$ cat src/rtl/bbqm_teller_ctrl.sv
// Teller controller: call arbiter plus three teller service FSMs.
// Optional served counter enabled by defining BBQM_SERVED_CNT_EN.
module bbqm_teller_ctrl #(
    parameter int SERVICE_TICKS = 3
) (
    input  logic       clk,
    input  logic       reset,
    input  logic       tick,
    input  logic [3:0] pcount,
    input  logic [1:0] tcount,
    input  logic       dec_ack,
    output logic       dec_req,
    output logic [1:0] call_id,
    output logic [2:0] teller_busy,
    output logic [7:0] served
);

    typedef enum logic {A_IDLE, A_REQ} arb_t;
    typedef enum logic {IDLE, SERVE} tel_t;

    localparam logic [3:0] LAST = 4'(SERVICE_TICKS - 1);

    arb_t       a_state, a_next;
    logic [1:0] id_q, id_d;
    tel_t       t_state [3];
    tel_t       t_next  [3];
    logic [3:0] timer   [3];
    logic [3:0] timer_d [3];
    logic [2:0] active;
    logic [2:0] elig;
    logic       take;

    assign active = {tcount > 2'd2, tcount > 2'd1, tcount != 2'd0};
    assign take   = (a_state == A_REQ) && dec_ack;

    always_comb begin
        elig = '0;
        for (int i = 0; i < 3; i++)
            elig[i] = active[i] && (t_state[i] == IDLE);
    end

    always_ff @(posedge clk or posedge reset) begin
        if (reset) begin
            a_state <= A_IDLE;
            id_q    <= '0;
        end else begin
            a_state <= a_next;
            id_q    <= id_d;
        end
    end

    always_comb begin
        a_next = a_state;
        id_d   = id_q;
        unique case (a_state)
            A_IDLE: begin
                if (pcount != 4'd0 && elig != 3'b000) begin
                    a_next = A_REQ;
                    if (elig[0])      id_d = 2'd0;
                    else if (elig[1]) id_d = 2'd1;
                    else              id_d = 2'd2;
                end
            end
            A_REQ: begin
                // ack takes priority over withdrawal; both leave A_REQ
                if (dec_ack || pcount == 4'd0)
                    a_next = A_IDLE;
            end
            default: a_next = A_IDLE;
        endcase
    end

    always_ff @(posedge clk or posedge reset) begin
        if (reset) begin
            for (int i = 0; i < 3; i++) begin
                t_state[i] <= IDLE;
                timer[i]   <= '0;
            end
        end else begin
            for (int i = 0; i < 3; i++) begin
                t_state[i] <= t_next[i];
                timer[i]   <= timer_d[i];
            end
        end
    end

    always_comb begin
        for (int i = 0; i < 3; i++) begin
            t_next[i]  = t_state[i];
            timer_d[i] = timer[i];
            unique case (t_state[i])
                IDLE: begin
                    if (take && id_q == 2'(i)) begin
                        t_next[i]  = SERVE;
                        timer_d[i] = '0;
                    end
                end
                SERVE: begin
                    if (tick) begin
                        if (timer[i] == LAST) begin
                            t_next[i]  = IDLE;
                            timer_d[i] = '0;
                        end else begin
                            timer_d[i] = timer[i] + 4'd1;
                        end
                    end
                end
                default: t_next[i] = IDLE;
            endcase
        end
    end

    assign dec_req = (a_state == A_REQ);
    assign call_id = id_q;

    always_comb begin
        teller_busy = '0;
        for (int i = 0; i < 3; i++)
            teller_busy[i] = (t_state[i] == SERVE);
    end

`ifdef BBQM_SERVED_CNT_EN
    logic [7:0] served_q;

    always_ff @(posedge clk or posedge reset) begin
        if (reset)
            served_q <= '0;
        else if (take && served_q != 8'hFF)
            served_q <= served_q + 8'd1;
    end

    assign served = served_q;
`else
    assign served = '0;
`endif

endmodule

$ cat config.mk
export PLATFORM = sky130hd
export DESIGN_NAME = bbqm_teller_ctrl
export DESIGN_NICKNAME = d
export VERILOG_FILES = /design/src/rtl/bbqm_teller_ctrl.sv
export SDC_FILE = /design/constraint.sdc
export NUM_CORES = 1
export LEC_CHECK = 0
export ABC_AREA = 1
export BUFFER_PORTS_ARGS = -buffer_cell sky130_fd_sc_hd__buf_2
export CORE_MARGIN = 2
export CORE_UTILIZATION = 50
export CTS_CLUSTER_SIZE = 28
export DETAILED_ROUTE_END_ITERATION = 10
export MAX_ROUTING_LAYER = met4
export PLACE_DENSITY = 0.73
export SYNTH_ARGS = -nofsm -noshare
export SYNTH_HDL_FRONTEND = slang
export SYNTH_SLANG_ARGS = --single-unit
export TNS_END_PERCENT = 50
$ cat constraint.sdc
create_clock -name clk -period 2.31 [get_ports clk]
set_input_delay 0.462 -clock clk [delete_from_list [all_inputs] [get_ports clk]]
set_output_delay 0.462 -clock clk [all_outputs]
set_load 0.02 [all_outputs]
==> results of run 1 <==
-- layout make-up --
cell class              count  share of cell area
flip-flops and latches     18               0.386
inverters                  16              0.0514
well taps                  27              0.0289
repair buffers             15              0.0643
multi-input cells         101               0.438
clock buffers               4              0.0311
-- how the worst max path moves through the flow --
| stage | start | endpoint | slack [ps] |
|---|---|---|---|
| 2_1_floorplan | dec_req | timer[4] | 1200 |
| 3_3_place_gp | dec_ack | timer[4] | 1080 |
| 3_5_place_dp | dec_ack | timer[5] | 1040 |
| 4_1_cts | teller_busy[2] | teller_busy[2] | 900 |
| 5_1_grt | teller_busy[2] | teller_busy[2] | 830 |
| 6_report | teller_busy[2] | teller_busy[2] | 900 |
-- synthesized netlist by cell type --
| master | n | area share |
|---|---|---|
| nand2_1 | 30 | 0.11 |
| nand3_1 | 23 | 0.11 |
| dfrtp_1 | 18 | 0.43 |
| inv_1 | 16 | 0.057 |
| nor2_1 | 11 | 0.039 |
| o21ai_0 | 9 | 0.043 |
| buf_4 | 8 | 0.057 |
| ha_1 | 6 | 0.071 |
| o21ai_1 | 4 | 0.019 |
| xnor2_1 | 3 | 0.025 |
| a21oi_1 | 2 | 0.0095 |
| a21oi_2 | 1 | 0.0083 |
| conb_1 | 1 | 0.0036 |
| nand3b_1 | 1 | 0.0071 |
| nand4_1 | 1 | 0.0059 |
| nor2_2 | 1 | 0.0059 |
| o21bai_1 | 1 | 0.0071 |
-- flip-flops by register name, summed over array words and instances, names as in the netlist --
register	cells
timer	12
teller_busy	3
call_id	2
dec_req	1
-- cell families after synthesis --
logic type	Yosys count	synth area share
AND/OR/NAND/NOR	67	0.274
buffers and inverters	24	0.114
flip-flops	18	0.427
AO/OA/AOI/OAI	17	0.0865
adder cells (fa/ha/maj)	6	0.0711
XOR/XNOR	3	0.0249
other	1	0.00355
-- layer usage --
metal	share of wire	up-vias	global-route usage	wire, µm
met5	0	-	-	0
met2	0.48	20	0.313	937
met3	0.036	4	0.0303	70
met4	0.012	0	0.0787	23
met1	0.47	417	0.233	919
li1	-	459	-	-
-- power by group --
part	internal [mW]	total, mW	switching, mW
Clock	0.0960	0.197	0.101
Sequential	0.445	0.594	0.149
Combinational	0.216	0.571	0.355
Total	0.757	1.36	0.605
==> results_dict.tcl, run 1 <==
set metrics [dict create \
    dp.cells 177 \
    ys_seq_area_frac 0.427 \
    fin_nets 171 \
    dp_hpwl_um 1490 \
    final_cell_mix "nand2_1 (30), nand3_1 (23), dfrtp_1 (18)" \
    p_leak_nw 0.629 \
    critical_path_depth 1 \
    htree_levels 1 \
    reg2reg_depth 5 \
    grt_pass1_wl_um 3550 \
    die_x_um 50.0 \
    overflow 0 \
    hold_viol 0 \
    clk_pin_slew_worst_paths_ps 110 \
    synth.distinct_cells 17 \
    worst_slew_pin_slew_ps 686 \
    hold_buffers 0 \
    ctsResizeCount 0 \
    yosysWarnings 0 \
    fmax_mhz 709 \
    core_um2 1980 \
    slowest_delay_ps 450 \
    tns_ps 0 \
    min_period_ps 1410 \
    place_ws_ps 1040 \
    antenna_found_initial 0 \
    drive_above_1_share 0.136 \
    filler_cell_count 181 \
    slew_headroom 0.542 \
    status "finished, final reports clean" \
    p_per_area_nw_per_um2 1170 \
    syn_area_um2 1060 \
    multiInputGateArea_um2 512 \
    crit_path_end_kind "primary output" \
    final_core_util 0.589 \
    r2r_end "timer[1]" \
    rsz0062_at_grt "no" \
    path_delay_family "flip-flops" \
    clk_path_buf_depth 2 \
    io_pins 24 \
    reg2reg_slack_ps 1130 \
    crit_arrival_ps 950 \
    cts_root_buf "clkbuf_4" \
    port_buffers 15 \
    critPathRequiredTime_ps 1850 \
    grt_pass1_vias 853 \
    synth-seq-cells 18 \
    gp_congestion 0.876 \
    wirelength_um 1950 \
    final_common_cell "nand2_1" \
    regArea_um2 450 \
    path_max_fanout 6 \
    place_area_um2 1130 \
    fin_crit_sh 0.611 \
    clkLatencyLatePin_ps 300 \
    vdd_drop_max_mv 0.524 \
    chipHeight_um 50.0 \
    fin_cells 181 \
    vias 900 \
    cts-buffers-inserted 3 \
    clock_skew_ps 9.17 \
    n_antenna_cell 0 \
    rows 16 \
    finalPower_mw 1.36 \
    viasPerCell 4.97 \
    die_area_um2 2500 \
    drc 0 \
    drv_slew 0 \
    post_cts_buffers 0 \
    grt_max_degree 19 \
    worstHoldPathType "in -> async" \
    worst_hold_slack_ps 244 \
    setup_slack_ps 899 \
    cp_cell_sequence "buf_2" \
    start_util 0.533 \
    r2r-start "timer[0]" \
    gr-usage-all-layers 0.191 \
    worstSetupPathType "reg -> out" \
    cts.sinks 18 \
    drtPass1Iterations 4 \
    cts_tree "done" \
    max_cap_violations 0 \
    wire_per_inst_um 10.8 \
    syn_inst 136 \
    syn2layout_area_growth_pct 10.5 \
    setup_viol 0 \
    worst-path-buf-inv 1 \
    drtAntennaViolNets 0 \
    fin_area_um2 1170 \
    synth.avg_cell_area_um2 7.76 \
    drtIter0Drc 29 \
    crit_path_top_delay_cell "dfrtp_1" \
    worstSetupStartpointType "register" \
]
(Power assumes the default switching activity.)
==> run 2: changes to the inputs <==
--- a/config.mk
+++ b/config.mk
@@ -5,14 +5,14 @@
 export SDC_FILE = /design/constraint.sdc
 export NUM_CORES = 1
 export LEC_CHECK = 0
-export ABC_AREA = 1
+export ABC_AREA = 0
 export BUFFER_PORTS_ARGS = -buffer_cell sky130_fd_sc_hd__buf_2
 export CORE_MARGIN = 2
 export CORE_UTILIZATION = 50
 export CTS_CLUSTER_SIZE = 28
 export DETAILED_ROUTE_END_ITERATION = 10
 export MAX_ROUTING_LAYER = met4
-export PLACE_DENSITY = 0.73
+export PLACE_DENSITY = 0.72
 export SYNTH_ARGS = -nofsm -noshare
 export SYNTH_HDL_FRONTEND = slang
 export SYNTH_SLANG_ARGS = --single-unit
==> constraint.sdc (replaced) <==
create_clock -name clk -period 1.4 [get_ports clk]
set_input_delay 0.28 -clock clk [delete_from_list [all_inputs] [get_ports clk]]
set_output_delay 0.28 -clock clk [all_outputs]
set_load 0.02 [all_outputs]
==> results_dict.tcl, run 2 <==
set metrics [dict create \
    synth-main-ff-cell "dfrtp_1" \
    tns_ps 0 \
    reg2reg_slack_ps 30 \
    clk_pin_slew_worst_paths_ps 110 \
    routed.top_layer "met4" \
    setup_slack_ps 33.0 \
    die_x_um 50.8 \
    drtPass1Iterations 4 \
    final_core_util 0.660 \
    drc 0 \
    route.met2.wl_um 1120 \
    viasPerCell 5.41 \
    worst_hold_slack_ps 221 \
    worstHoldPathType "in -> reg" \
    status "finished, final reports clean" \
    drtIter0Drc 3 \
    clkLatencyLatePin_ps 310 \
    crit_arrival_ps 1600 \
    place_area_um2 1240 \
    synth-seq-cells 18 \
    cts_root_buf "clkbuf_4" \
    r2r_end "timer[6]" \
    crit_path_start "timer[5]" \
    clock_skew_ps 13.0 \
    overflow 0 \
    fin_cells 169 \
    yosysMostFrequentCell "dfrtp_1" \
    grt_pass1_wl_um 3580 \
    rsz0062_at_grt "yes" \
    htree_levels 1 \
    synth-edff-count 0 \
    io_pins 24 \
    rows 16 \
    path_max_fanout 4 \
    wirelength_um 2180 \
    worstSetupPathType "reg -> reg" \
    synth.distinct_cells 39 \
    routed-wl-met3_um 94 \
    crit_path_end_kind "register" \
    dp_hpwl_um 1670 \
    fin_crit_sh 0.976 \
    vias 914 \
    gr-usage-all-layers 0.191 \
    largest_reg_flops 12 \
    drtAntennaViolNets 0 \
    gp_congestion 0.747 \
    fin_area_um2 1330 \
    synthTopCellsByCount "dfrtp_1 (18), inv_1 (13), buf_4 (8), ha_1 (6), nand2_1 (6)" \
    top_register "timer" \
    final_common_cell "dfrtp_1" \
    endpoint "timer[6]" \
    worstSetupStartpointType "register" \
    synth_top_area_share 0.410 \
    finalPower_mw 2.67 \
    clk_path_buf_depth 2 \
    min_period_ps 1370 \
    reg2reg_depth 4 \
    grt_max_degree 19 \
    netlist_top_cells_area "dfrtp_1 (41%), ha_1 (6.8%), buf_4 (5.5%)" \
    place_ws_ps 27.6 \
    synthArstFlopShare 1.00 \
    ys_seq_area_frac 0.410 \
    r2r-start "timer[5]" \
    grt_pass1_vias 871 \
    synth.avg_cell_area_um2 9.71 \
    start_util 0.543 \
    drive_above_1_share 0.317 \
    port_buffers 15 \
    antenna_found_initial 0 \
    syn2layout_area_growth_pct 21.6 \
    cts_tree "done" \
    vdd_drop_max_mv 1.10 \
    setup_viol 0 \
    cts.sinks 18 \
    p_per_area_nw_per_um2 2000 \
    chipHeight_um 50.8 \
    core_um2 2020 \
    fin_nets 159 \
    yosysWarnings 0 \
    hold_viol 0 \
    fmax_mhz 732 \
    drt-met1-wl_um 944 \
    cts-buffers-inserted 3 \
    critPathRequiredTime_ps 1630 \
    p_leak_nw 0.632 \
    syn_area_um2 1100 \
    die_area_um2 2590 \
    syn_inst 113 \
    max_cap_violations 0 \
    final_cell_mix "dfrtp_1 (16), buf_2 (15), inv_1 (12), buf_4 (12), conb_1 (8)" \
    drv_slew 0 \
    n_antenna_cell 0 \
    wire_per_inst_um 12.9 \
    synth_area_leader_cell "dfrtp_1" \
    dp.cells 162 \
]
-- run 2: cell count changes in the layout (fill, tap and decap cells not counted), sizes merged, moves of 3 or more --
cell	before	now
o22ai	0	3
nor2	12	1
nand2b	0	5
nand2	30	6
nand3	23	3
buf	15	27
inv	16	13
nor3b	0	4
nor2b	0	3
o21ai	13	3
-- run 2: worst min-delay path by stage --
| stage | from | end | slack (ps) | depth (start not counted) |
|---|---|---|---|---|
| final | tick | teller_busy[0] | 220 | 2 |
| after global routing | tick | teller_busy[2] | 230 | 2 |
| after CTS | tick | teller_busy[0] | 220 | 2 |
| after detailed placement | reset | timer[9] | 310 | 3 |
| after global placement | reset | timer[9] | 310 | 3 |
| after floorplan | reset | call_id[0] | 220 | 1 |
-- run 2: final cells by class --
type | instances | area (µm²)
clock buffers | 4 | 26.3
well taps | 27 | 33.8
inverters | 13 | 48.8
flip-flops and latches | 18 | 453
multi-input cells | 79 | 597
repair buffers | 28 | 175
fillers | 184 | 688
-- run 2: what timing repair did --
item                                    in CTS  in global routing
hold buffers                                 1                  0
hold endpoints to repair                    18                  0
resized for setup                            0                 10
endpoints found under the setup margin       0                 10
setup buffers                                0                  2
-- run 2: power breakdown --
part           switching, mW  internal (mW)  total, mW  leakage, nW
logic                  0.660          0.681       1.34        0.395
clock network          0.165          0.111      0.276       0.0150
registers              0.287          0.767       1.05        0.221
-- run 2: kinds of logic after synthesis --
group	count (synthesis)	synth area share
buffers and inverters	23	0.114
DFF	18	0.410
xor gates and xnor gates	1	0.00798
and+or+nand+nor	36	0.203
AOI/OAI and AO/OA	26	0.174
muxes	2	0.0182
adders and majority gates	6	0.0684
other	1	0.00342
-- run 2: routing by layer --
metal / global-route usage / up-vias
met5: - / -
met4: 0.0405 / 0
met3: 0.0526 / 3
met2: 0.355 / 24
met1: 0.201 / 438
li1: - / 449
-- run 2: critical path: stages (launching register included) --
cell and delay [ps]:
dfrtp_1 390, ha_2 180, nor3b_4 150, or4b_4 510, o221ai_2 70
==> run 3: changes to the inputs <==
--- a/config.mk
+++ b/config.mk
@@ -8,11 +8,11 @@
 export ABC_AREA = 0
 export BUFFER_PORTS_ARGS = -buffer_cell sky130_fd_sc_hd__buf_2
 export CORE_MARGIN = 2
-export CORE_UTILIZATION = 50
+export CORE_UTILIZATION = 25
 export CTS_CLUSTER_SIZE = 28
 export DETAILED_ROUTE_END_ITERATION = 10
 export MAX_ROUTING_LAYER = met4
-export PLACE_DENSITY = 0.72
+export PLACE_DENSITY = 0.41
 export SYNTH_ARGS = -nofsm -noshare
 export SYNTH_HDL_FRONTEND = slang
 export SYNTH_SLANG_ARGS = --single-unit
==> results_dict.tcl, run 3 (synthesis gave the netlist of run 2 again) <==
set metrics [dict create \
    n_antenna_cell 0 \
    p_per_area_nw_per_um2 2030 \
    intPower_mw 1.64 \
    r2r_end "timer[6]" \
    worstSetupPathType "reg -> reg" \
    p_clk_frac 0.138 \
    max_cap_violations 0 \
    worstHoldPathType "in -> async" \
    gr-usage-all-layers 0.110 \
    pwr-share-comb 0.480 \
    final_cell_mix "dfrtp_1 (16), buf_2 (15), inv_1 (12), buf_4 (12), conb_1 (8)" \
    drtAntennaViolNets 0 \
    worstSetupStartpointType "register" \
    place_ws_ps 44.8 \
    p_seq_frac 0.382 \
    top_register "timer" \
    vdd_drop_max_mv 0.770 \
    endpoint "timer[6]" \
    drive_above_1_share 0.298 \
    clk_path_buf_depth 2 \
    clk_pin_slew_worst_paths_ps 70 \
    reg2reg_depth 4 \
    io_pins 24 \
    start_util 0.256 \
    dp_hpwl_um 1870 \
    drv_slew 0 \
    drc 0 \
    drtIter0Drc 41 \
    wire_per_inst_um 12.6 \
    path_max_fanout 4 \
    wirelength_um 2440 \
    grt_max_degree 19 \
    die_area_um2 4940 \
    min_period_ps 1390 \
    port_buffers 15 \
    tns_ps 0 \
    crit_path_top_delay_cell "or4b_1" \
    p_leak_nw 0.635 \
    largest_reg_flops 12 \
    gp_congestion 0.778 \
    rsz0062_at_grt "yes" \
    cts.sinks 18 \
    fmax_mhz 722 \
    fin_crit_sh 0.989 \
    setup_viol 0 \
    rows 24 \
    die_x_um 70.3 \
    slowest_delay_ps 520 \
    hold_buffers 0 \
    worst_hold_slack_ps 37.8 \
    viasPerCell 4.70 \
    final_common_cell "dfrtp_1" \
    clkLatencyLatePin_ps 250 \
    cts_root_buf "clkbuf_8" \
    crit_path_start "timer[5]" \
    grt_pass1_vias 912 \
    p_switching_mw 1.12 \
    cts-buffers-inserted 3 \
    clock_skew_ps 1.25 \
    fin_nets 158 \
    setup_slack_ps 14.7 \
    chipHeight_um 70.3 \
    swShare 0.406 \
    hold_viol 0 \
    syn2layout_area_growth_pct 24.1 \
    vias 908 \
    overflow 0 \
    reg2reg_slack_ps 10 \
    antenna_found_initial 0 \
    critical_path_depth 4 \
    worst-path-buf-inv 0 \
    critPathRequiredTime_ps 1570 \
    crit_arrival_ps 1560 \
    drtPass1Iterations 4 \
    cp_cell_sequence "ha_2, nor3b_4, or4b_1, o221ai_2" \
    grt_pass1_wl_um 4170 \
    cts_tree "done" \
    htree_levels 1 \
    status "finished, final reports clean" \
    core_um2 4290 \
    crit_path_end_kind "register" \
    final_core_util 0.317 \
    r2r-start "timer[5]" \
    path_delay_family "simple AND/OR/NAND/NOR gates" \
]
[run 3: worst register-to-register path, cell delays in order (launching register included)]
cell and delay, ps:
dfrtp_1 390, ha_2 180, nor3b_4 150, or4b_1 520
o221ai_2 70
[run 3: area by class of cell]
cell class | instances | area (µm²)
fillers | 471 | 2930
multi-input cells | 79 | 584
flip-flops and latches | 18 | 453
repair buffers | 27 | 165
well taps | 52 | 65.1
inverters | 13 | 48.8
clock buffers | 4 | 45.0
[run 3: repair_timing]
item	in CTS	in global routing
setup buffers	0	1
endpoints found under the hold margin	0	0
setup endpoints to repair	0	11
resized for setup	0	7
[run 3: per-layer routing]
| layer | global-route usage | share of wire | vias up |
|---|---|---|---|
| met1 | 0.129 | 0.43 | 438 |
| met3 | 0.0346 | 0.039 | 2 |
| met5 | - | 0 | - |
| met2 | 0.184 | 0.52 | 15 |
| met4 | 0.0256 | 0.011 | 0 |
| li1 | - | - | 453 |
[run 3: metrics by stage]
stage	cells	power [mW]	cell area, µm²
6_report	193	2.77	1360
5_1_grt	193	3.03	1360
4_1_cts	192	2.70	1320
3_5_place_dp	188	2.31	1280
3_3_place_gp	188	2.27	1280
2_1_floorplan	120	1.89	1140
[run 3: worst min path at each step]
stage	start	to	slack [ps]	cells past startpoint
2_1_floorplan	reset	call_id[0]	220	1
6_report	reset	timer[5]	40	3
5_1_grt	reset	timer[1]	60	3
4_1_cts	reset	timer[1]	40	3
3_3_place_gp	reset	timer[5]	320	3
3_5_place_dp	reset	timer[5]	320	3
[run 3: power groups by stage]
stage	logic [mW]	registers [mW]	clock network [mW]
after floorplan	0.804	1.08	0
after global placement	1.24	1.04	0
after detailed placement	1.27	1.04	0
after CTS	1.27	1.03	0.402
after global routing	1.49	1.11	0.423
final	1.33	1.06	0.382
